**src/rtl/mem_arbiter.sv**
```systemverilog
// mem_arbiter: shares one memory port among NCH requesting channels.
// A two-state FSM grants one channel at a time. In BUSY it forwards that
// channel's request to the RAM until the RAM reports ACCESS or ERROR, the
// request is withdrawn, or the access times out.
module mem_arbiter #(
  parameter int NCH     = 2,
  parameter int WORD_W  = 32,
  parameter int TIMEOUT = 255,
  parameter int RR_EN   = 1
) (
  input  logic                  CLK,
  input  logic                  RST,
  input  logic [NCH-1:0]        ren,
  input  logic [NCH-1:0]        wen,
  input  logic [NCH*WORD_W-1:0] addr,
  input  logic [NCH*WORD_W-1:0] store,
  output logic [NCH-1:0]        wait_o,
  output logic [WORD_W-1:0]     load,
  output logic [NCH-1:0]        err,
  output logic                  ramREN,
  output logic                  ramWEN,
  output logic [WORD_W-1:0]     ramaddr,
  output logic [WORD_W-1:0]     ramstore,
  input  logic [WORD_W-1:0]     ramload,
  input  logic [1:0]            ramstate
);

  localparam int IW = (NCH > 1) ? $clog2(NCH) : 1;
  localparam int CW = $clog2(TIMEOUT + 1);

  typedef enum logic {
    IDLE = 1'b0,
    BUSY = 1'b1
  } state_t;

  typedef enum logic [1:0] {
    RAM_FREE   = 2'd0,
    RAM_BUSY   = 2'd1,
    RAM_ACCESS = 2'd2,
    RAM_ERROR  = 2'd3
  } ramstate_t;

  state_t          state;
  state_t          state_next;
  logic [IW-1:0]   gnt;
  logic [IW-1:0]   last;
  logic [CW-1:0]   cnt;

  logic [NCH-1:0]  req;
  logic [IW-1:0]   pick;
  logic [IW-1:0]   idx;
  logic            found;
  logic            timed_out;
  logic            done;

  // A write takes precedence when a channel raises both strobes.
  assign req       = ren | wen;
  assign timed_out = (cnt >= CW'(TIMEOUT - 1));

  // Winner search: round-robin starting after the last completed channel,
  // or plain lowest-index-first when round-robin is disabled.
  always_comb begin
    pick  = '0;
    found = 1'b0;
    idx   = '0;
    for (int k = 0; k < NCH; k++) begin
      if (RR_EN != 0) begin
        idx = IW'((int'(last) + 1 + k) % NCH);
      end else begin
        idx = IW'(k);
      end
      if (!found && req[idx]) begin
        found = 1'b1;
        pick  = idx;
      end
    end
  end

  // Next-state and output decode; reset forces every output to its idle value.
  always_comb begin
    state_next = state;
    wait_o     = req;
    load       = '0;
    err        = '0;
    ramREN     = 1'b0;
    ramWEN     = 1'b0;
    ramaddr    = '0;
    ramstore   = '0;
    done       = 1'b0;
    if (!RST) begin
      case (state)
        IDLE: begin
          if (|req) begin
            state_next = BUSY;
          end
        end
        BUSY: begin
          ramaddr  = addr[int'(gnt)*WORD_W +: WORD_W];
          ramstore = store[int'(gnt)*WORD_W +: WORD_W];
          if (!req[gnt]) begin
            state_next = IDLE;
          end else begin
            ramWEN = wen[gnt];
            ramREN = ren[gnt] & ~wen[gnt];
            if (ramstate == RAM_ACCESS) begin
              wait_o[gnt] = 1'b0;
              load        = ramload;
              done        = 1'b1;
              state_next  = IDLE;
            end else if ((ramstate == RAM_ERROR) || timed_out) begin
              wait_o[gnt] = 1'b0;
              err[gnt]    = 1'b1;
              done        = 1'b1;
              state_next  = IDLE;
            end
          end
        end
        default: state_next = IDLE;
      endcase
    end
  end

  // State, grant, round-robin pointer and timeout counter registers.
  always_ff @(posedge CLK) begin
    if (RST) begin
      state <= IDLE;
      gnt   <= '0;
      last  <= IW'(NCH - 1);
      cnt   <= '0;
    end else begin
      state <= state_next;
      if (state == IDLE) begin
        cnt <= '0;
        if (|req) begin
          gnt <= pick;
        end
      end else begin
        if (cnt != CW'(TIMEOUT)) begin
          cnt <= cnt + 1'b1;
        end
        if (done) begin
          last <= gnt;
        end
      end
    end
  end

endmodule
```
**config.mk**
```make
export PLATFORM = sky130hd
export DESIGN_NAME = mem_arbiter
export DESIGN_NICKNAME = d
export VERILOG_FILES = /design/src/rtl/mem_arbiter.sv
export SDC_FILE = /design/constraint.sdc
export NUM_CORES = 1
export LEC_CHECK = 0
export CAP_MARGIN = 20
export CORE_AREA = 2 2 103 105
export DETAILED_ROUTE_END_ITERATION = 10
export DIE_AREA = 0 0 105 107
export PLACE_DENSITY = 0.76
export SLEW_MARGIN = 40
export SYNTH_ARGS = -nofsm -noshare
export SYNTH_HDL_FRONTEND = slang
export SYNTH_SLANG_ARGS = --single-unit
```
**constraint.sdc**
```tcl
create_clock -name CLK -period 1.3 [get_ports CLK]
set_input_delay 0.26 -clock CLK [delete_from_list [all_inputs] [get_ports CLK]]
set_output_delay 0.26 -clock CLK [all_outputs]
set_load 0.1 [all_outputs]
```
==> metrics, run 1 <==
status finished, violations left; failing checks setup timing; Num CTS Buffers 3; Clk pwr share about 9%; Sw Pwr about 1700 uW; Layout Nets 744; P_leak approximately 0.0027 uW; Seq/Total Area, Yosys 12.0%; setup tns final -56.39 ns; first-pass GRT wire length 19.2 mm; worst IR drop on VDD 0.315 mV; Critical Path Stages 8; boundary pin count 270; DRC violations left 0; vias in the first global route 3510; Logic pwr share around 81%; Inst Count DP 678; via count 3183; die width 105 um; clock buffer depth 2; core box area 0.0101 mm2; Fin Hold WS 0.309 ns; Pint roughly 2000 uW; Final WS setup -0.727 ns; hold buffers post-CTS 0; most common cell after layout, fill and taps aside clkdlybuf4s50_1; Setup crit start kind flip-flop; post-layout min period 2.03 ns; WP data required 1.04 ns; H-tree Lvls 1; skew final between 0.003 and 0.004 ns; clk slew on worst S/H paths roughly 0.050 ns; R2R depth 8; RePlAce Congestion 0.774; largest net degree at the start of global routing 28; row count 37; CTS tree yes; Largest stage delay, worst path 0.38 ns; power density cells 499 mW/mm2; Buf/Inv on CP 4; WS Path Type flip-flop to output pin; share of layout cells above drive strength 1 55.8%; die area 0.0112 mm2; WP data arrival about 1.8 ns; Slew @ Worst Pin 0.413 ns; Post-Syn Area between 0.0015 and 0.002 mm2; synthesized area per cell around 7.2 um2; commonest non-fill, non-tap cells in the layout clkdlybuf4s50_1, buf_12, mux2i_1; placed wire-length estimate 9.19 mm; I/O Buffers roughly 270; Final ANT Viol Nets 0; worst hold-check path type input port to flip-flop; Fmax achieved 493 MHz; multi-input logic area 0.00227 mm2; Syn-to-layout area delta 296%; Setup crit end kind output pin; Net Sw Frac between 40% and 50%; Worst path slowest cell dfxtp_4; First DRT Iteration DRCs about 90; Fillers about 680; vias per inst 4.49; Cells after Synth 255; Final Max Tran Viols 0; Final Hold Fails 0; Syn. warnings 0; Net Count, Synth 425; chip height roughly 110 um; total track usage about 21%; DRT Pass-1 Iters 4; sequential share of power 9.8%; Yosys reg bits 11; Max-cap violations 0; critical path's top delay family buffers and inverters; initial antenna violation count 0; unrepaired setup endpoints after global routing yes; CP Cell Sequence nor3_4 -> a21oi_2 -> and4b_2 -> buf_6 -> buf_12 -> buf_12 -> and2_4 -> buf_12; register area about 230 um2; setup violators final 107; WL/cell between 15 and 20 um; final worst-path cycle share 156%; Yosys cell types 37; clk_lat worst skew 0.24 ns; CTS root buf clkbuf_8; Initial Util 18.2%; Worst path most repeated cell buf_12; antenna cells 0; clock tree sinks 11; worst-path fanout max 8; GRT Residual Overflow 0; WL final 12.8 mm; fin cells 709; hold path cells 3; worst rel slew slack 72.4%; Finished Core Util ~72%
flip-flops by register name, indices dropped and copies added, names as in the netlist:
| signal | count |
|---|---|
| gnt | 1 |
| state | 1 |
| cnt | 8 |
| last | 1 |
worst reg2reg max path, stage by stage, from the launching register on:
cell and delay, ns:
dfxtp_2 0.33, inv_2 0.05, ha_4 0.14, o211ai_1 0.26, buf_4 0.19, o21bai_4 0.09
buf_6 0.13, buf_6 0.11, a221o_1 0.29
routing by layer:
layer	global-route usage [%]	vias to the layer above	wire length [um]
li1	-	1518	-
met1	21.8	1506	4250
met2	45.1	147	7540
met3	5.17	12	834
met4	2.00	0	136
met5	0	-	0
synthesized netlist by cell type (all sizes together):
master  instances  area [um2]
nor3b           1        7.51
and2           32         200
xor2            1        8.76
clkbuf          1        3.75
ha              2        25.0
o21bai          1        18.8
and4            1        8.76
and4b           1        10.0
a221o           1        10.0
o21ai           3        15.0
nand3           3        15.0
dfxtp          11         220
and2b           1        7.51
nand2           4        15.0
and3            1        6.26
a21oi           7        38.8
buf            18         108
o21ba           1        10.0
nor3            2        10.0
xnor2           2        17.5
nand4           2        27.5
nand2b          3        26.3
nor2           77         292
mux2i          66         661
a32oi           1        8.76
a31oi           5        31.3
a211oi          1        7.51
o211ai          1        7.51
o31ai           1        7.51
inv             3        11.3
or2             1        6.26
worst paths after layout:
path / endpoint / slack [ns] / start
worst max register to register: last$_SDFFE_PP1P_ / -0.40 / cnt[0]$_SDFFE_PP0P_
worst max-delay path: load[7] / -0.73 / gnt$_SDFFE_PP0P_
worst min-delay path: gnt$_SDFFE_PP0P_ / 0.31 / RST
worst min register to register: last$_SDFFE_PP1P_ / 0.49 / last$_SDFFE_PP1P_
cell families (layout without fill, tap and decap cells):
family | after synthesis | in the layout | synth area share (%)
compound gates | 22 | 22 | 8.42
xor+xnor | 3 | 3 | 1.43
fa+ha+maj | 2 | 2 | 1.36
buf+inv | 22 | 340 | 6.66
flops | 11 | 11 | 12.0
mux | 66 | 66 | 35.9
simple gates | 129 | 129 | 34.3
metrics by stage:
stage	power [uW]	area, um2	worst slack (ns)
global placement	2810	6210	-0.740
CTS	3540	7070	-0.640
global route	3770	7290	-0.790
floorplan	1660	2110	-1.01
finish	3640	7290	-0.727
detailed placement	2840	6210	-0.818
layout make-up:
| cell class | count | area share, % |
|---|---|---|
| Clock inverter | 1 | 0.0686 |
| Multi-Input combinational cell | 222 | 31.1 |
| Timing Repair Buffer | 333 | 62.7 |
| Tap cell | 136 | 2.33 |
| Sequential cell | 11 | 3.16 |
| Inverter | 3 | 0.154 |
| Clock buffer | 3 | 0.566 |
power groups by stage:
stage	Clock (uW)	Combinational [uW]	Sequential (uW)
after detailed placement	0	2480	363
after global routing	367	3050	358
after global placement	0	2450	363
after floorplan	0	1290	365
after CTS	351	2830	357
final	336	2940	357
repair_timing:
item	CTS	global route
setup endpoints to repair	111	112
pin swaps	32	16
resized for setup	102	59
buffers inserted	16	3
cloned	10	0
Note: power is estimated with default switching activity, not from simulation.
==> run 2, diff against run 1 <==
--- a/config.mk
+++ b/config.mk
@@ -6,10 +6,12 @@
 export NUM_CORES = 1
 export LEC_CHECK = 0
 export CAP_MARGIN = 20
-export CORE_AREA = 2 2 103 105
+export CELL_PAD_IN_SITES_DETAIL_PLACEMENT = 1
+export CELL_PAD_IN_SITES_GLOBAL_PLACEMENT = 2
+export CORE_ASPECT_RATIO = 0.6
+export CORE_UTILIZATION = 10
 export DETAILED_ROUTE_END_ITERATION = 10
-export DIE_AREA = 0 0 105 107
-export PLACE_DENSITY = 0.76
+export PLACE_DENSITY = 0.94
 export SLEW_MARGIN = 40
 export SYNTH_ARGS = -nofsm -noshare
 export SYNTH_HDL_FRONTEND = slang
==> metrics, run 2 (synthesized netlist as in run 1, its figures left out) <==
Buf/Inv on CP 4 (unchanged); clock tree sinks 11 (unchanged); DRT Pass-1 Iters 4 (unchanged); Worst path slowest cell dfxtp_4; Largest stage delay, worst path 0.36 ns (-0.02 ns); chip height 107 um (+0.11%); reg2reg start cnt[0]$_SDFFE_PP0P_; Max-cap violations 0 (unchanged); Place WS -0.778 ns (+0.0396 ns); total track usage 12.7% (-8.8 points); setup violators final 110 (+2.8%); First DRT Iteration DRCs 78 (-14%); I/O Buffers 269 (unchanged); M2 GR Usage 22.9% (-22 points); Num CTS Buffers 3 (unchanged); Fmax achieved 506 MHz (+2.5%); hold buffers post-CTS 0 (unchanged); CP Cell Sequence nor3_2 -> a21oi_2 -> and4b_2 -> buf_6 -> buf_6 -> buf_6 -> and2_4 -> buf_12; via count 3105 (-2.5%); share of layout cells above drive strength 1 57.4% (+1.6 points); Finished Core Util 41.2% (-31 points); CTS tree yes; skew final 0.000598 ns (-0.00318 ns); worst IR drop on VDD 0.372 mV (+18%); Final ANT Viol Nets 0 (unchanged); GRT Residual Overflow 0 (unchanged); antenna cells 0 (unchanged); R2R depth 9 (+1); worst rel slew slack 76.7% (+4.3 points); fin cells 804 (+13%); H-tree Lvls 1 (unchanged); P_leak 0.00268 uW (-1.6%); Hold EP state$_SDFF_PP0_; most common cell after layout, fill and taps aside clkdlybuf4s50_1; unrepaired setup endpoints after global routing yes; reg2reg end last$_SDFFE_PP1P_; Final Hold Fails 0 (unchanged); largest net degree at the start of global routing 36 (+29%); clk slew on worst S/H paths 0.04 ns (about the same); WP data arrival 1.72 ns (-0.05 ns); power density cells 520 mW/mm2 (+4.4%); r2r setup slk -0.37 ns (+0.03 ns); WL final 13.3 mm (+3.9%); Layout Nets 735 (-1.2%); WP data required 1.04 ns (about the same); met1 Use GR 15.5% (-6.2 points); clock buffer depth 2 (unchanged); min-delay src RST; Syn-to-layout area delta 304%; initial antenna violation count 0 (unchanged); core box area 0.0181 mm2 (+79%); row count 38 (+2.7%); critical path's top delay family simple AND/OR/NAND/NOR gates; Placed Area 0.00637 mm2 (+2.6%); failing checks setup timing; Worst path most repeated cell buf_6; Inst Count DP 783 (+15%); Initial Util 10.2% (-8.1 points); commonest non-fill, non-tap cells in the layout clkdlybuf4s50_1, buf_12, nor2_2; post-layout min period 1.98 ns (-0.0501 ns); finished layout cell area 0.00744 mm2 (+2.0%); max reg flops 8 (unchanged); vias per inst 3.86 (-14%); Critical Path Stages 8 (unchanged); first-pass GRT wire length 18.7 mm (-2.8%); die width 177 um (+69%); WL/cell 16.5 um (-8.4%); boundary pin count 270 (unchanged); hold path cells 3 (unchanged); WS Path Type flip-flop to output pin; Setup crit end kind output pin; Final WS setup -0.677 ns (+0.0501 ns); vias in the first global route 3359 (-4.3%); Setup crit start kind flip-flop; GRT Max-Usage Layer met2; Reg with most FFs cnt; RePlAce Congestion 0.727 (-6.1%); setup tns final -56.49 ns (-0.0970 ns); die area 0.0190 mm2 (+69%); status finished, violations left; placed wire-length estimate 10.3 mm (+12%); Slew @ Worst Pin 0.348 ns (-0.0642 ns); worst-path fanout max 5 (-3); final worst-path cycle share 152% (-3.9 points); CTS root buf clkbuf_16; Final Max Tran Viols 0 (unchanged); global routing usage on met3 2.62% (-2.5 points); clk_lat worst skew 0.24 ns (about the same); worst hold-check path type input port to flip-flop; DRC violations left 0 (unchanged)
[run 2: changes by cell type in the layout (fill, tap and decap cells not counted), moves of 2 or more]
cell | previous run | this run
mux2i_4 | 20 | 28
mux2i_2 | 11 | 14
buf_6 | 9 | 11
buf_16 | 10 | 4
clkbuf_8 | 3 | 0
clkbuf_16 | 0 | 5
nor2_2 | 31 | 38
buf_4 | 32 | 25
nor2_1 | 22 | 16
mux2i_1 | 35 | 24
[run 2: worst max-delay path by stage]
stage	to	slack, ns	from
3_5_place_dp	load[22]	-0.78	wen[1]
3_3_place_gp	load[24]	-0.76	wen[1]
5_1_grt	load[22]	-0.75	gnt$_SDFFE_PP0P_
2_1_floorplan	ramaddr[14]	-1.01	gnt$_SDFFE_PP0P_
4_1_cts	load[17]	-0.69	gnt$_SDFFE_PP0P_
6_report	load[22]	-0.68	gnt$_SDFFE_PP0P_
[run 2: area by class of cell]
class                   count  area [um2]
clock buffers               4        78.8
fillers                  1881       10600
inverters                   3        11.3
multi-input cells         222        2370
flip-flops and latches     11         228
well taps                 240         300
repair buffers            324        4450
[run 2: layer usage]
metal | wire length [um] | vias to the layer above
met5 | 0 | -
met4 | 55 | 0
met3 | 1050 | 4
met2 | 6800 | 142
met1 | 5360 | 1464
li1 | - | 1495
[run 2: through the flow]
stage	hold WS (ns)	total power, uW
after CTS	0.431	3710
after detailed placement	0.479	2890
after global placement	0.484	2860
after floorplan	0.322	1660
final	0.434	3870
after global routing	0.459	4000
[run 2: repair_timing]
| action | 4_1_cts | 5_1_grt |
|---|---|---|
| pin swaps | 30 | 17 |
| resized for setup | 98 | 73 |
| endpoints found under the setup margin | 112 | 110 |
| setup buffers | 8 | 3 |
| cloned | 6 | 2 |
[run 2: tightest hold or removal path, cell delays in order]
cell and delay [ns]:
dlygate4sd2_1 0.20, buf_4 0.13, nor2_1 0.04
[run 2: report_power, final]
group          internal [uW]  switching (uW)  leakage (uW)  total, uW
Clock                    412             154     0.0000382        566
Sequential               350            7.76     0.0000912        357
Combinational           1400            1540       0.00256       2950
Total                   2160            1710       0.00268       3870
==> run 3, diff against run 2 <==
--- a/config.mk
+++ b/config.mk
@@ -12,6 +12,7 @@
 export CORE_UTILIZATION = 10
 export DETAILED_ROUTE_END_ITERATION = 10
 export PLACE_DENSITY = 0.94
+export REMOVE_ABC_BUFFERS = 1
 export SLEW_MARGIN = 40
 export SYNTH_ARGS = -nofsm -noshare
 export SYNTH_HDL_FRONTEND = slang
==> metrics, run 3 (synthesized netlist as in run 1, its figures left out) <==
worst hold-check path type input port to flip-flop; CTS tree yes; Final Max Tran Viols 0 (unchanged); Worst path slowest cell o211ai_1; CP Cell Sequence inv_2 -> ha_4 -> o211ai_1 -> o21bai_4 -> a31oi_1 -> buf_4 -> buf_12; Syn-to-layout area delta 293%; WP data arrival 1.83 ns (+0.11 ns); row count 38 (unchanged); Final Hold Fails 0 (unchanged); Reg with most FFs cnt; vias in the first global route 3319 (-1.2%); M2 GR Usage 22.8% (-0.028 points); First DRT Iteration DRCs 64 (-18%); worst rel slew slack 65.6% (-11 points); clk slew on worst S/H paths 0.04 ns (about the same); WL final 12.8 mm (-3.5%); unrepaired setup endpoints after global routing yes; antenna cells 0 (unchanged); P_leak 0.00266 uW (-0.95%); met1 Use GR 14.9% (-0.68 points); Fmax achieved 478 MHz (-5.5%); commonest non-fill, non-tap cells in the layout clkdlybuf4s50_1, buf_12, nor2_2; WS Path Type flip-flop to output pin; DRC violations left 0 (unchanged); die width 177 um (unchanged); Place WS -0.736 ns (+0.0424 ns); largest net degree at the start of global routing 54 (+50%); chip height 107 um (unchanged); Initial Util 10.2% (unchanged); Layout Nets 737 (+0.27%); RePlAce Congestion 0.767 (+5.5%); hold buffers post-CTS 0 (unchanged); Buf/Inv on CP 3 (-1); boundary pin count 270 (unchanged); global routing usage on met3 4.86% (+2.2 points); CTS root buf clkbuf_16; clock tree sinks 11 (unchanged); worst IR drop on VDD 0.347 mV (-6.5%); total track usage 12.9% (+0.25 points); Finished Core Util 40.1% (-1.1 points); via count 3105 (unchanged); WP data required 1.04 ns (about the same); max reg flops 8 (unchanged); post-layout min period 2.09 ns (+0.115 ns); die area 0.0190 mm2 (unchanged); GRT Residual Overflow 0 (unchanged); Slew @ Worst Pin 0.514 ns (+0.166 ns); critical path's top delay family compound AO/OA/AOI/OAI gates; DRT Pass-1 Iters 4 (unchanged); initial antenna violation count 0 (unchanged); Final WS setup -0.791 ns (-0.115 ns); I/O Buffers 269 (unchanged); most common cell after layout, fill and taps aside clkdlybuf4s50_1; H-tree Lvls 1 (unchanged); share of layout cells above drive strength 1 56.2% (-1.3 points); failing checks setup timing; worst-path fanout max 3 (-2); vias per inst 3.85 (-0.25%); first-pass GRT wire length 18.9 mm (+1.1%); GRT Max-Usage Layer met2; Max-cap violations 0 (unchanged); clk_lat worst skew 0.24 ns (about the same); final worst-path cycle share 161% (+8.8 points); Setup crit end kind output pin; status finished, violations left; skew final 0.000950 ns (+0.000353 ns); placed wire-length estimate 9.78 mm (-5.1%); clock buffer depth 2 (unchanged); core box area 0.0181 mm2 (unchanged); WL/cell 15.9 um (-3.8%); Num CTS Buffers 3 (unchanged); Largest stage delay, worst path 0.43 ns (+0.07 ns); Setup crit start kind flip-flop; setup violators final 104 (-5.5%); Final ANT Viol Nets 0 (unchanged); power density cells 528 mW/mm2 (+1.5%)
==> run 3: changes by cell type in the layout (fill, tap and decap cells not counted), sizes merged <==
cell	before	now
buf	154	159
clkbuf	6	4
bufbuf	1	0
clkdlybuf4s50	161	160
dlygate4sd2	6	7
==> run 3: area by class of cell <==
type	instances	area, um2
Sequential cell	11	229
Inverter	3	11.3
Tap cell	240	300
Fill cell	1958	10800
Clock buffer	4	78.8
Timing Repair Buffer	326	4380
Multi-Input combinational cell	222	2240
==> run 3: tightest hold or removal path, cell delays in order <==
cell and delay, ns:
dlygate4sd2_1 0.25, buf_4 0.15, a21oi_1 0.04
==> run 3: what timing repair did <==
item                       CTS  global route
setup endpoints to repair  112           105
resized for setup          123           111
pin swaps                   39            31
gates cloned                 6             0
buffers inserted            12             1
==> run 3: per-layer routing <==
| metal | up-vias | wire length [um] |
|---|---|---|
| met4 | 0 | 81 |
| li1 | 1496 | - |
| met2 | 163 | 6360 |
| met1 | 1440 | 4950 |
| met3 | 6 | 1400 |
| met5 | - | 0 |
==> run 3: power breakdown <==
part	total (uW)	switching [uW]	internal [uW]
clock	572	159	413
combinational	2890	1510	1380
sequential	359	11.7	347
total	3820	1690	2140
==> run 3: final timing paths <==
path | startpoint | endpoint | slack, ns | depth (start not counted)
max | cnt[0]$_SDFFE_PP0P_ | wait_o[1] | -0.79 | 7
min | RST | gnt$_SDFFE_PP0P_ | 0.49 | 3
max reg2reg | cnt[0]$_SDFFE_PP0P_ | last$_SDFFE_PP1P_ | -0.36 | 6
min reg2reg | last$_SDFFE_PP1P_ | last$_SDFFE_PP1P_ | 0.54 | 1
==> run 3: through the flow <==
stage	instances	cell area, um2	power, uW	TNS [ns]	hold WS [ns]
final	806	7240	3820	-56.05	0.492
after global routing	806	7240	3970	-62.10	0.507
after CTS	809	6810	3620	-55.71	0.476
after detailed placement	787	6120	2790	-63.87	0.511
after global placement	787	6120	2770	-60.75	0.491
after floorplan	236	1730	1570	-325.11	0.329
